===== src/rtl/mem_port_arbiter.sv =====
`default_nettype none
// ============================================================================
// Module   : mem_port_arbiter
// Purpose  : Shares one read/write port pair of a word-addressed memory
//            between an instruction-fetch requester and a load/store
//            requester. It uses valid/ready handshakes on each side and
//            sequences each transaction through IDLE -> ACCESS -> RESP.
// Revision : 1.0 - initial release
// ============================================================================
module mem_port_arbiter #(
    parameter int ADDR_WIDTH    = 10,
    parameter bit DATA_PRIORITY = 1'b0
) (
    input  logic                  clk,
    input  logic                  resetn,
    // instruction-fetch requester
    input  logic                  inst_req_valid,
    output logic                  inst_req_ready,
    input  logic [31:0]           inst_addr,
    output logic                  inst_resp_valid,
    input  logic                  inst_resp_ready,
    output logic [31:0]           inst_rdata,
    // load/store requester
    input  logic                  data_req_valid,
    output logic                  data_req_ready,
    input  logic                  data_req_wen,
    input  logic [31:0]           data_addr,
    input  logic [31:0]           data_wdata,
    output logic                  data_resp_valid,
    input  logic                  data_resp_ready,
    output logic [31:0]           data_rdata,
    // memory side (write port and read port 1)
    output logic [ADDR_WIDTH-1:0] mem_waddr,
    output logic [ADDR_WIDTH-1:0] mem_raddr,
    output logic                  mem_wren,
    output logic                  mem_rden,
    output logic [31:0]           mem_wdata,
    input  logic [31:0]           mem_rdata
);

    typedef enum logic [1:0] {
        ST_IDLE   = 2'd0,
        ST_ACCESS = 2'd1,
        ST_RESP   = 2'd2
    } state_t;

    localparam logic c_own_inst = 1'b0;
    localparam logic c_own_data = 1'b1;

    state_t                state_q, state_d;
    logic                  owner_q, owner_d;
    logic                  last_grant_q, last_grant_d;
    logic                  wen_q, wen_d;
    logic [ADDR_WIDTH-1:0] addr_q, addr_d;
    logic [31:0]           wdata_q, wdata_d;
    logic [31:0]           rbuf_q, rbuf_d;

    logic [ADDR_WIDTH-1:0] w_inst_word;
    logic [ADDR_WIDTH-1:0] w_data_word;
    logic                  w_grant_inst;
    logic                  w_grant_data;
    logic                  w_idle;
    logic                  w_access;
    logic                  w_resp;
    logic                  w_unused_addr;

    // Byte address to word index: byte-offset bits dropped, high bits wrap.
    assign w_inst_word   = {2'b00, inst_addr[ADDR_WIDTH-1:2]};
    assign w_data_word   = {2'b00, data_addr[ADDR_WIDTH-1:2]};
    assign w_unused_addr = ^{inst_addr, data_addr};

    // Combinational grant: a lone requester wins; conflicts go by priority
    // or alternate away from whoever was granted last.
    always_comb begin
        w_grant_inst = 1'b0;
        w_grant_data = 1'b0;
        if (data_req_valid &&
            (!inst_req_valid || (DATA_PRIORITY == 1'b1) || (last_grant_q == c_own_inst))) begin
            w_grant_data = 1'b1;
        end else if (inst_req_valid) begin
            w_grant_inst = 1'b1;
        end
    end

    // Next-state logic: accept in IDLE, one memory cycle in ACCESS, hold in RESP.
    always_comb begin
        state_d      = state_q;
        owner_d      = owner_q;
        last_grant_d = last_grant_q;
        wen_d        = wen_q;
        addr_d       = addr_q;
        wdata_d      = wdata_q;
        rbuf_d       = rbuf_q;
        case (state_q)
            ST_IDLE: begin
                if (w_grant_inst) begin
                    owner_d      = c_own_inst;
                    last_grant_d = c_own_inst;
                    addr_d       = w_inst_word;
                    wen_d        = 1'b0;
                    wdata_d      = 32'h0;
                    state_d      = ST_ACCESS;
                end else if (w_grant_data) begin
                    owner_d      = c_own_data;
                    last_grant_d = c_own_data;
                    addr_d       = w_data_word;
                    wen_d        = data_req_wen;
                    wdata_d      = data_wdata;
                    state_d      = ST_ACCESS;
                end
            end
            ST_ACCESS: begin
                // Stores acknowledge with zero; loads capture the async read.
                rbuf_d  = wen_q ? 32'h0 : mem_rdata;
                state_d = ST_RESP;
            end
            ST_RESP: begin
                if (((owner_q == c_own_inst) && inst_resp_ready) ||
                    ((owner_q == c_own_data) && data_resp_ready)) begin
                    state_d = ST_IDLE;
                end
            end
            default: begin
                state_d = ST_IDLE;
            end
        endcase
    end

    // State and transaction registers; reset drops any in-flight transaction.
    always_ff @(posedge clk or negedge resetn) begin
        if (!resetn) begin
            state_q      <= ST_IDLE;
            owner_q      <= c_own_inst;
            last_grant_q <= c_own_data;
            wen_q        <= 1'b0;
            addr_q       <= '0;
            wdata_q      <= 32'h0;
            rbuf_q       <= 32'h0;
        end else begin
            state_q      <= state_d;
            owner_q      <= owner_d;
            last_grant_q <= last_grant_d;
            wen_q        <= wen_d;
            addr_q       <= addr_d;
            wdata_q      <= wdata_d;
            rbuf_q       <= rbuf_d;
        end
    end

    // Ready is masked by resetn so every output is low while reset is held.
    assign w_idle   = (state_q == ST_IDLE) && resetn;
    assign w_access = (state_q == ST_ACCESS);
    assign w_resp   = (state_q == ST_RESP);

    assign inst_req_ready  = w_idle && w_grant_inst;
    assign data_req_ready  = w_idle && w_grant_data;

    assign inst_resp_valid = w_resp && (owner_q == c_own_inst);
    assign data_resp_valid = w_resp && (owner_q == c_own_data);
    assign inst_rdata      = inst_resp_valid ? rbuf_q : 32'h0;
    assign data_rdata      = data_resp_valid ? rbuf_q : 32'h0;

    // Strobes are decoded purely from registers, so they cannot glitch.
    assign mem_wren  = w_access && wen_q;
    assign mem_rden  = w_access && !wen_q;
    assign mem_waddr = mem_wren ? addr_q : '0;
    assign mem_raddr = mem_rden ? addr_q : '0;
    assign mem_wdata = mem_wren ? wdata_q : 32'h0;

endmodule
`default_nettype wire


===== config.mk =====
export PLATFORM = sky130hd
export DESIGN_NAME = mem_port_arbiter
export DESIGN_NICKNAME = d
export VERILOG_FILES = /design/src/rtl/mem_port_arbiter.sv
export SDC_FILE = /design/constraint.sdc
export NUM_CORES = 1
export LEC_CHECK = 0
export ABC_AREA = 1
export BUFFER_PORTS_ARGS = -buffer_cell sky130_fd_sc_hd__buf_2
export CAP_MARGIN = 20
export CORE_UTILIZATION = 40
export CTS_CLUSTER_SIZE = 14
export DETAILED_ROUTE_END_ITERATION = 6
export PLACE_DENSITY = 0.85
export SETUP_SLACK_MARGIN = 0.3
export SLEW_MARGIN = 10
export SYNTH_ARGS = -nofsm -noshare
export SYNTH_HDL_FRONTEND = slang
export SYNTH_SLANG_ARGS = --single-unit

===== constraint.sdc =====
create_clock -name clk -period 1.9 [get_ports clk]
set_input_delay 0.38 -clock clk [delete_from_list [all_inputs] [get_ports clk]]
set_output_delay 0.38 -clock clk [all_outputs]
set_load 0.05 [all_outputs]

After elaboration in Yosys (flattened, before gate mapping) --
Cells that the tools add are included. Widths: inputs -> output; s select.
Cells by class: equal/unequal tests 4, mux-type cells 21, bitwise logic cells 2, reduce and logical (&&, ||, !) cells 18
Operators by type and width (number):
- $mux 32 | 6
- $mux 10 | 4
- $logic_and 1x1->1 | 10
- $mux 1 | 7
- $mux 2 | 3
- $pmux 2 s3 | 1
- $reduce_and 2->1 | 2
- $ne 3x3->1 const B | 1
- $eq 2x1->1 const B | 1
- $eq 2x2->1 const B | 1
- $logic_not 1->1 | 2
- $logic_not 2->1 | 1
- $logic_or 1x1->1 | 2
- $ne 2x1->1 const B | 1
- $not 1->1 | 2
- $reduce_bool 2->1 | 1
Storage, ports and cells: bits in registers 79, input port bits 135, output and inout bits 122

Longest topological paths before layout --
Gate-level depths: netlist of run 1.
word-level depth 7, gate-level depth with buffers 7, depth with buffers taken out 6

Worst setup path before layout of run 1 --
No wires, ideal clock.
kind register -> output, start point reg state_q[0], end point out inst_rdata[10], data arrival time 2.224 ns, required time 1.520 ns, setup slack -0.704 ns, cell stages (with the launch flop) 7, path buffers 1, path through dfrtp_1 inv_2 nand2_1 nor2_1 inv_2 buf_6 nor2_1
On the way: longest elaborated chain between the ends 3
Ends and longest elaborated chain:
- start, declared | RTL line 50 | state_t state_q, state_d;
- start signal, assigned | RTL line 140 | state_q <= state_d;
- $eq 2x2->1 | RTL line 153 | assign w_resp = (state_q == ST_RESP);
- $logic_and 1x1->1 | RTL line 158 | assign inst_resp_valid = w_resp && (owner_q == c_own_inst);
- net inst_resp_valid | RTL line 20 | output logic inst_resp_valid,
- $mux 32 | RTL line 160 | assign inst_rdata = inst_resp_valid ? rbuf_q : 32'h0;
- end, declared | RTL line 22 | output logic [31:0] inst_rdata,
The timed path passes the listed nets, and every way through them passes these cells.

Worst setup path in the final report of run 1 --
start point reg state_q[1], end point out inst_rdata[0]
On the way: longest elaborated chain between the ends 3
Ends and longest elaborated chain (RTL line):
- $eq 2x2->1 | 153
- $logic_and 1x1->1 | 158
- $mux 32 | 160
No other way between the ends.

==> flow_metrics.py, run 1 <==
metrics = {
    "placement": {
        "hpwl_um": 8170,
        "port-buffer-count": 204,
        "place_ws_ns": 0.104,
        "place_congestion": 0.796,
    },
    "grt": {
        "grt_first_pass_wirelength_um": 22100,
        "grt_overflow": 0,
        "grt_pass1_vias": 4432,
        "grt_usage_pct": 28.8,
        "antenna_found_initial": 1,
        "grt_max_degree": 78,
    },
    "final_layout": {
        "syn2layout_area_growth_pct": 95.0,
        "nets": 875,
        "fill_cells": 505,
        "final_util_pct": 80.5,
        "final_layout_size_suffix_gt1_share_pct": 52.6,
        "final_common_cell": "nor2_4",
        "mostFrequentLayoutCells": "nor2_4, inv_1, buf_2, buf_6, dfrtp_1",
    },
    "run_status": {
        "violations": "setup timing",
        "status": "complete, but fails checks",
    },
    "critical_path": {
        "crit_type": "reg2out",
        "r2r_start": "wen_q",
        "crit_path_end_kind": "output port",
        "crit_chain": "buf_4 -> nand2_2 -> nor2_4 -> inv_6 -> clkbuf_16 -> nor2_4 -> buf_6",
        "reg2reg_slack_ns": 0.07,
        "setup.worst_path.start": "state_q[1]",
        "path_buf_inv": 4,
        "r2r_end": "rbuf_q[19]",
        "slowest_delay_ns": 0.41,
        "cpMaxStageDelayCell": "dfrtp_2",
        "cp_num_cells": 7,
        "arrival_ns": 1.68,
        "required_ns": 1.52,
        "start_kind": "flop",
        "crit_fanout": 6,
        "crit_family": "buffers and inverters",
        "reg2regPathDepth": 6,
        "cp-endpoint": "inst_rdata[0]",
        "cpMostUsedCell": "nor2_4",
    },
    "synth": {
        "yosysUniqueCellTypes": 18,
        "synthCells": 515,
        "postSynthRegisterBits": 77,
        "ys_seq_area_share_pct": 50.3,
        "synth_area_per_cell_um2": 7.44,
        "yosysWarnings": 0,
        "syn-cell-area_mm2": 0.00383,
    },
    "detailed_routing": {
        "wl_um": 16200,
        "drc": 0,
        "antenna_left": 0,
        "vias_per_cell": 5.16,
        "first_pass_iters": 5,
        "route.vias.total": 4513,
        "wire_per_inst_um": 18.5,
        "first_iter_violations": 275,
    },
    "floorplanning": {
        "fp.coreArea_mm2": 0.00928,
        "io_pins": 257,
        "initial_core_util_pct": 41.3,
        "fp.dieArea_mm2": 0.00998,
        "die_w_um": 99.9,
        "chipHeight_um": 99.9,
        "rows": 35,
    },
    "cts": {
        "cts-root-buf": "clkbuf_8",
        "clkSinkCount": 77,
        "clk_latency_ns": 0.35,
        "numCtsBuffers": 9,
        "ctsHoldBuffers": 0,
        "cts_max_level": 3,
        "clkTransAtPathRegs_ns": 0.09,
        "clock_path_buffers": 2,
        "cts_tree": "done",
    },
    "timing": {
        "fmax_mhz": 486,
        "fin_crit_sh_pct": 108,
        "whs_ns": 0.235,
        "clock_skew_ns": 0.0163,
        "hold_violations": 0,
        "period_needed_ns": 2.06,
        "worstMarginPinSlew_ns": 0.981,
        "rsz0062_at_grt": "true",
        "relSlewSlack_pct": 34.6,
        "setup_viol": 115,
        "drv_slew": 0,
        "layout_setup_ws_ns": -0.157,
    },
    "power_and_ir_drop": {
        "ir_drop_uv": 826,
        "p_leak_nw": 3.45,
        "cellPowerDensity_mw_per_mm2": 1590,
    },
    "flow_run": {
        "cap_violations": 0,
    },
    "min_path": {
        "min_path_type": "in2reg",
    },
}
-- kinds of logic (layout without fill, tap and decap cells) --
kind of cell / count (synthesis) / count (layout) / share of synthesized area [%]
AOI/OAI and AO/OA: 67 / 67 / 8.91
buffers and inverters: 133 / 358 / 15.4
DFF: 77 / 77 / 50.3
other: 1 / 5 / 0.0978
and+or+nand+nor: 237 / 239 / 25.3
-- stage by stage --
step	area, µm²	power (W)	std cells	setup TNS, ns
6_report	7470	0.0119	875	-7.95
4_1_cts	7070	0.0110	860	-3.11
3_3_place_gp	5840	0.00814	836	0
2_1_floorplan	4660	0.00718	518	0
3_5_place_dp	5840	0.00835	836	0
5_1_grt	7470	0.0125	875	-15.11
-- where the power goes --
group,total (W),internal [W],leakage [nW],switching (W)
combinational,0.00744,0.00243,2.34,0.00501
sequential,0.00283,0.00244,0.971,0.000390
clock,0.00165,0.00101,0.134,0.000638
total,0.0119,0.00589,3.45,0.00603
-- area by class of cell --
class	count	area, µm²	share of cell area, %
Sequential cell	77	1930	25.8
Multi-Input combinational cell	310	2260	30.2
Antenna cell	1	2.50	0.0335
Tap cell	129	161	2.16
Timing Repair Buffer	242	2470	33.0
Clock inverter	7	146	1.96
Clock buffer	9	124	1.66
Inverter	100	385	5.16
-- repair_timing --
action	4_1_cts	5_1_grt
cloned	3	7
resized for setup	266	56
pin swaps	9	9
setup buffers	5	7
setup endpoints to repair	118	192
-- state kept, by name, summed over array words and instances, names as in the netlist --
register and flops:
wen_q 1, wdata_q 32, rbuf_q 32, addr_q 8
owner_q 1, last_grant_q 1, state_q 2
-- synth_stat cells --
library cell  count  area (µm²)
buf_2            10        50.1
buf_4             7        52.6
buf_6             7        78.8
clkbuf_1          9        33.8
conb_1            1        3.75
dfrtp_1          76        1900
dfstp_2           1        26.3
inv_1            96         360
inv_2             4        15.0
nand2_1          68         255
nand2_2           1        6.26
nand3_1          50         250
nor2_1          116         435
nor2_4            2        22.5
o211ai_1          1        7.51
o21ai_0          56         280
o21ai_1           9        45.0
o21ai_2           1        8.76
-- worst reg2reg max path: stages, from the launching register on --
cell	delay (ns)
dfrtp_1	0.51
inv_1	0.29
nand2_4	0.17
inv_4	0.09
buf_4	0.34
nand2_1	0.15
o21ai_0	0.16
-- per-layer routing --
layer	vias up	share of wire [%]	track usage, %
met4	0	5.1	16.4
met2	315	51	49.9
met5	-	0	0
met1	2129	35	32.1
li1	2001	-	-
met3	68	9.1	7.66
-- worst min path at each step --
stage | startpoint | end | slack (ns) | cells past startpoint
3_3_place_gp | addr_q[5] | addr_q[5] | 0.47 | 2
5_1_grt | mem_rdata[7] | rbuf_q[7] | 0.23 | 3
3_5_place_dp | addr_q[2] | addr_q[2] | 0.47 | 2
4_1_cts | mem_rdata[3] | rbuf_q[3] | 0.22 | 3
2_1_floorplan | resetn | addr_q[0] | 0.08 | 0
6_report | mem_rdata[5] | rbuf_q[5] | 0.24 | 3
(Power assumes the default switching activity.)
==> inputs of run 2 (changes only) <==
--- a/config.mk
+++ b/config.mk
@@ -8,10 +8,12 @@
 export ABC_AREA = 1
 export BUFFER_PORTS_ARGS = -buffer_cell sky130_fd_sc_hd__buf_2
 export CAP_MARGIN = 20
-export CORE_UTILIZATION = 40
+export CORE_AREA = 2 2 99 101
 export CTS_CLUSTER_SIZE = 14
 export DETAILED_ROUTE_END_ITERATION = 6
-export PLACE_DENSITY = 0.85
+export DIE_AREA = 0 0 101 103
+export HOLD_SLACK_MARGIN = 0.02
+export PLACE_DENSITY = 0.87
 export SETUP_SLACK_MARGIN = 0.3
 export SLEW_MARGIN = 10
 export SYNTH_ARGS = -nofsm -noshare
==> flow_metrics.py, run 2 (same netlist as run 1, synthesis figures left out) <==
metrics = {
    "final_layout": {
        "final_common_cell": "nor2_4",
        "final_util_pct": 80.8,
        "syn2layout_area_growth_pct": 99.3,
        "nets": 878,
        "fill_cells": 469,
        "reg.largest.list": "rbuf_q: 32 flops, wdata_q: 32 flops, addr_q: 8 flops",
        "mostFrequentLayoutCells": "nor2_4, inv_1, buf_2, dfrtp_1, buf_6",
        "final_layout_size_suffix_gt1_share_pct": 54.0,
        "final_area_mm2": 0.00764,
    },
    "critical_path": {
        "start_kind": "flop",
        "r2r_start": "state_q[0]",
        "cpMaxStageDelayCell": "dfrtp_2",
        "crit_chain": "buf_4 -> nand3_4 -> buf_12 -> buf_16 -> nor2_4 -> buf_8",
        "setup.worst_path.start": "state_q[1]",
        "crit_path_end_kind": "output port",
        "crit_family": "buffers and inverters",
        "path_buf_inv": 4,
        "crit_type": "reg2out",
        "required_ns": 1.52,
        "crit_fanout": 7,
        "arrival_ns": 1.70,
        "slowest_delay_ns": 0.45,
    },
    "placement": {
        "dpl_cell_area_mm2": 0.00580,
        "port-buffer-count": 204,
        "hpwl_um": 7980,
        "place_congestion": 0.821,
        "place_ws_ns": 0.164,
    },
    "detailed_routing": {
        "antenna_left": 0,
        "vias_per_cell": 5.57,
        "wl_um": 18900,
        "route.vias.total": 4811,
        "drc": 2,
        "first_iter_violations": 459,
        "wire_per_inst_um": 21.9,
        "first_pass_iters": 7,
    },
    "run_status": {
        "violations": "DRC, setup timing",
        "status": "complete, but fails checks",
    },
    "cts": {
        "numCtsBuffers": 9,
        "cts_max_level": 3,
        "cts-root-buf": "clkbuf_8",
        "clk_latency_ns": 0.35,
        "clkSinkCount": 77,
        "clkTransAtPathRegs_ns": 0.08,
        "cts_tree": "done",
        "clock_path_buffers": 2,
    },
    "grt": {
        "grt_usage_pct": 29.2,
        "grt_pass1_vias": 4418,
        "antenna_found_initial": 1,
        "grt_max_degree": 78,
        "grt_first_pass_wirelength_um": 23200,
        "grt_overflow": 0,
    },
    "power_and_ir_drop": {
        "p_leak_nw": 3.49,
        "ir_drop_uv": 759,
        "power_w": 0.0125,
        "cellPowerDensity_mw_per_mm2": 1630,
    },
    "timing": {
        "fmax_mhz": 482,
        "period_needed_ns": 2.08,
        "setup_viol": 116,
        "relSlewSlack_pct": 35.0,
        "fin_crit_sh_pct": 109,
        "drv_slew": 0,
        "hold_violations": 0,
        "layout_setup_ws_ns": -0.175,
        "rsz0062_at_grt": "true",
        "worstMarginPinSlew_ns": 0.975,
        "clock_skew_ns": 0.0216,
        "whs_ns": 0.270,
    },
    "floorplanning": {
        "die_w_um": 101,
        "initial_core_util_pct": 40.5,
        "fp.coreArea_mm2": 0.00946,
        "io_pins": 257,
        "fp.dieArea_mm2": 0.0104,
        "chipHeight_um": 103,
        "rows": 36,
    },
    "min_path": {
        "min_path_type": "in2reg",
        "hold_start": "data_wdata[16]",
    },
    "flow_run": {
        "cap_violations": 0,
    },
}
[run 2: worst paths after layout]
path	cells after the start	slack [ns]	end
hold / removal	3	0.27	wdata_q[16]
min in group asynchronous	2	0.30	rbuf_q[4]
hold reg to reg	2	0.49	addr_q[1]
setup reg to reg	10	0.14	rbuf_q[10]
max in group asynchronous	2	0.93	state_q[1]
setup / recovery	6	-0.18	data_rdata[16]
[run 2: worst min-delay path: cells and delay by family]
family          cells  cell delay, ns
compound gates      1            0.06
buf+inv             1            0.07
simple gates        1            0.06
[run 2: stage by stage]
step / std cells / setup TNS (ns)
after floorplan: 518 / 0
after global routing: 863 / -17.56
after detailed placement: 816 / 0
after CTS: 849 / -2.88
final: 863 / -14.02
after global placement: 816 / 0
[run 2: layer usage]
| layer | routed length, µm | share of wire, % | global-route usage, % |
|---|---|---|---|
| met1 | 6390 | 34 | 33.7 |
| met3 | 2110 | 11 | 7.25 |
| met2 | 9160 | 48 | 50.4 |
| met4 | 1230 | 6.5 | 15.3 |
| met5 | 0 | 0 | 0 |
[run 2: final cells by class]
type / instances / area (µm²) / share of cell area [%]
Antenna cell: 1 / 2.50 / 0.0328
Clock buffer: 11 / 141 / 1.85
Clock inverter: 5 / 82.6 / 1.08
Inverter: 100 / 395 / 5.18
Multi-Input combinational cell: 309 / 2280 / 29.9
Sequential cell: 77 / 1930 / 25.3
Tap cell: 114 / 143 / 1.87
Timing Repair Buffer: 246 / 2660 / 34.8
[run 2: report_power, final]
group	leakage [nW]	internal [W]	switching [W]	total [W]
combinational	2.41	0.00277	0.00541	0.00818
sequential	0.970	0.00245	0.000431	0.00288
clock	0.114	0.000783	0.000649	0.00143
[run 2: what timing repair did]
item	in CTS	in global routing
cloned	7	4
hold buffers	0	0
setup buffers	10	9
pin swaps	7	5
endpoints found under the setup margin	119	183
gates resized for setup	287	93
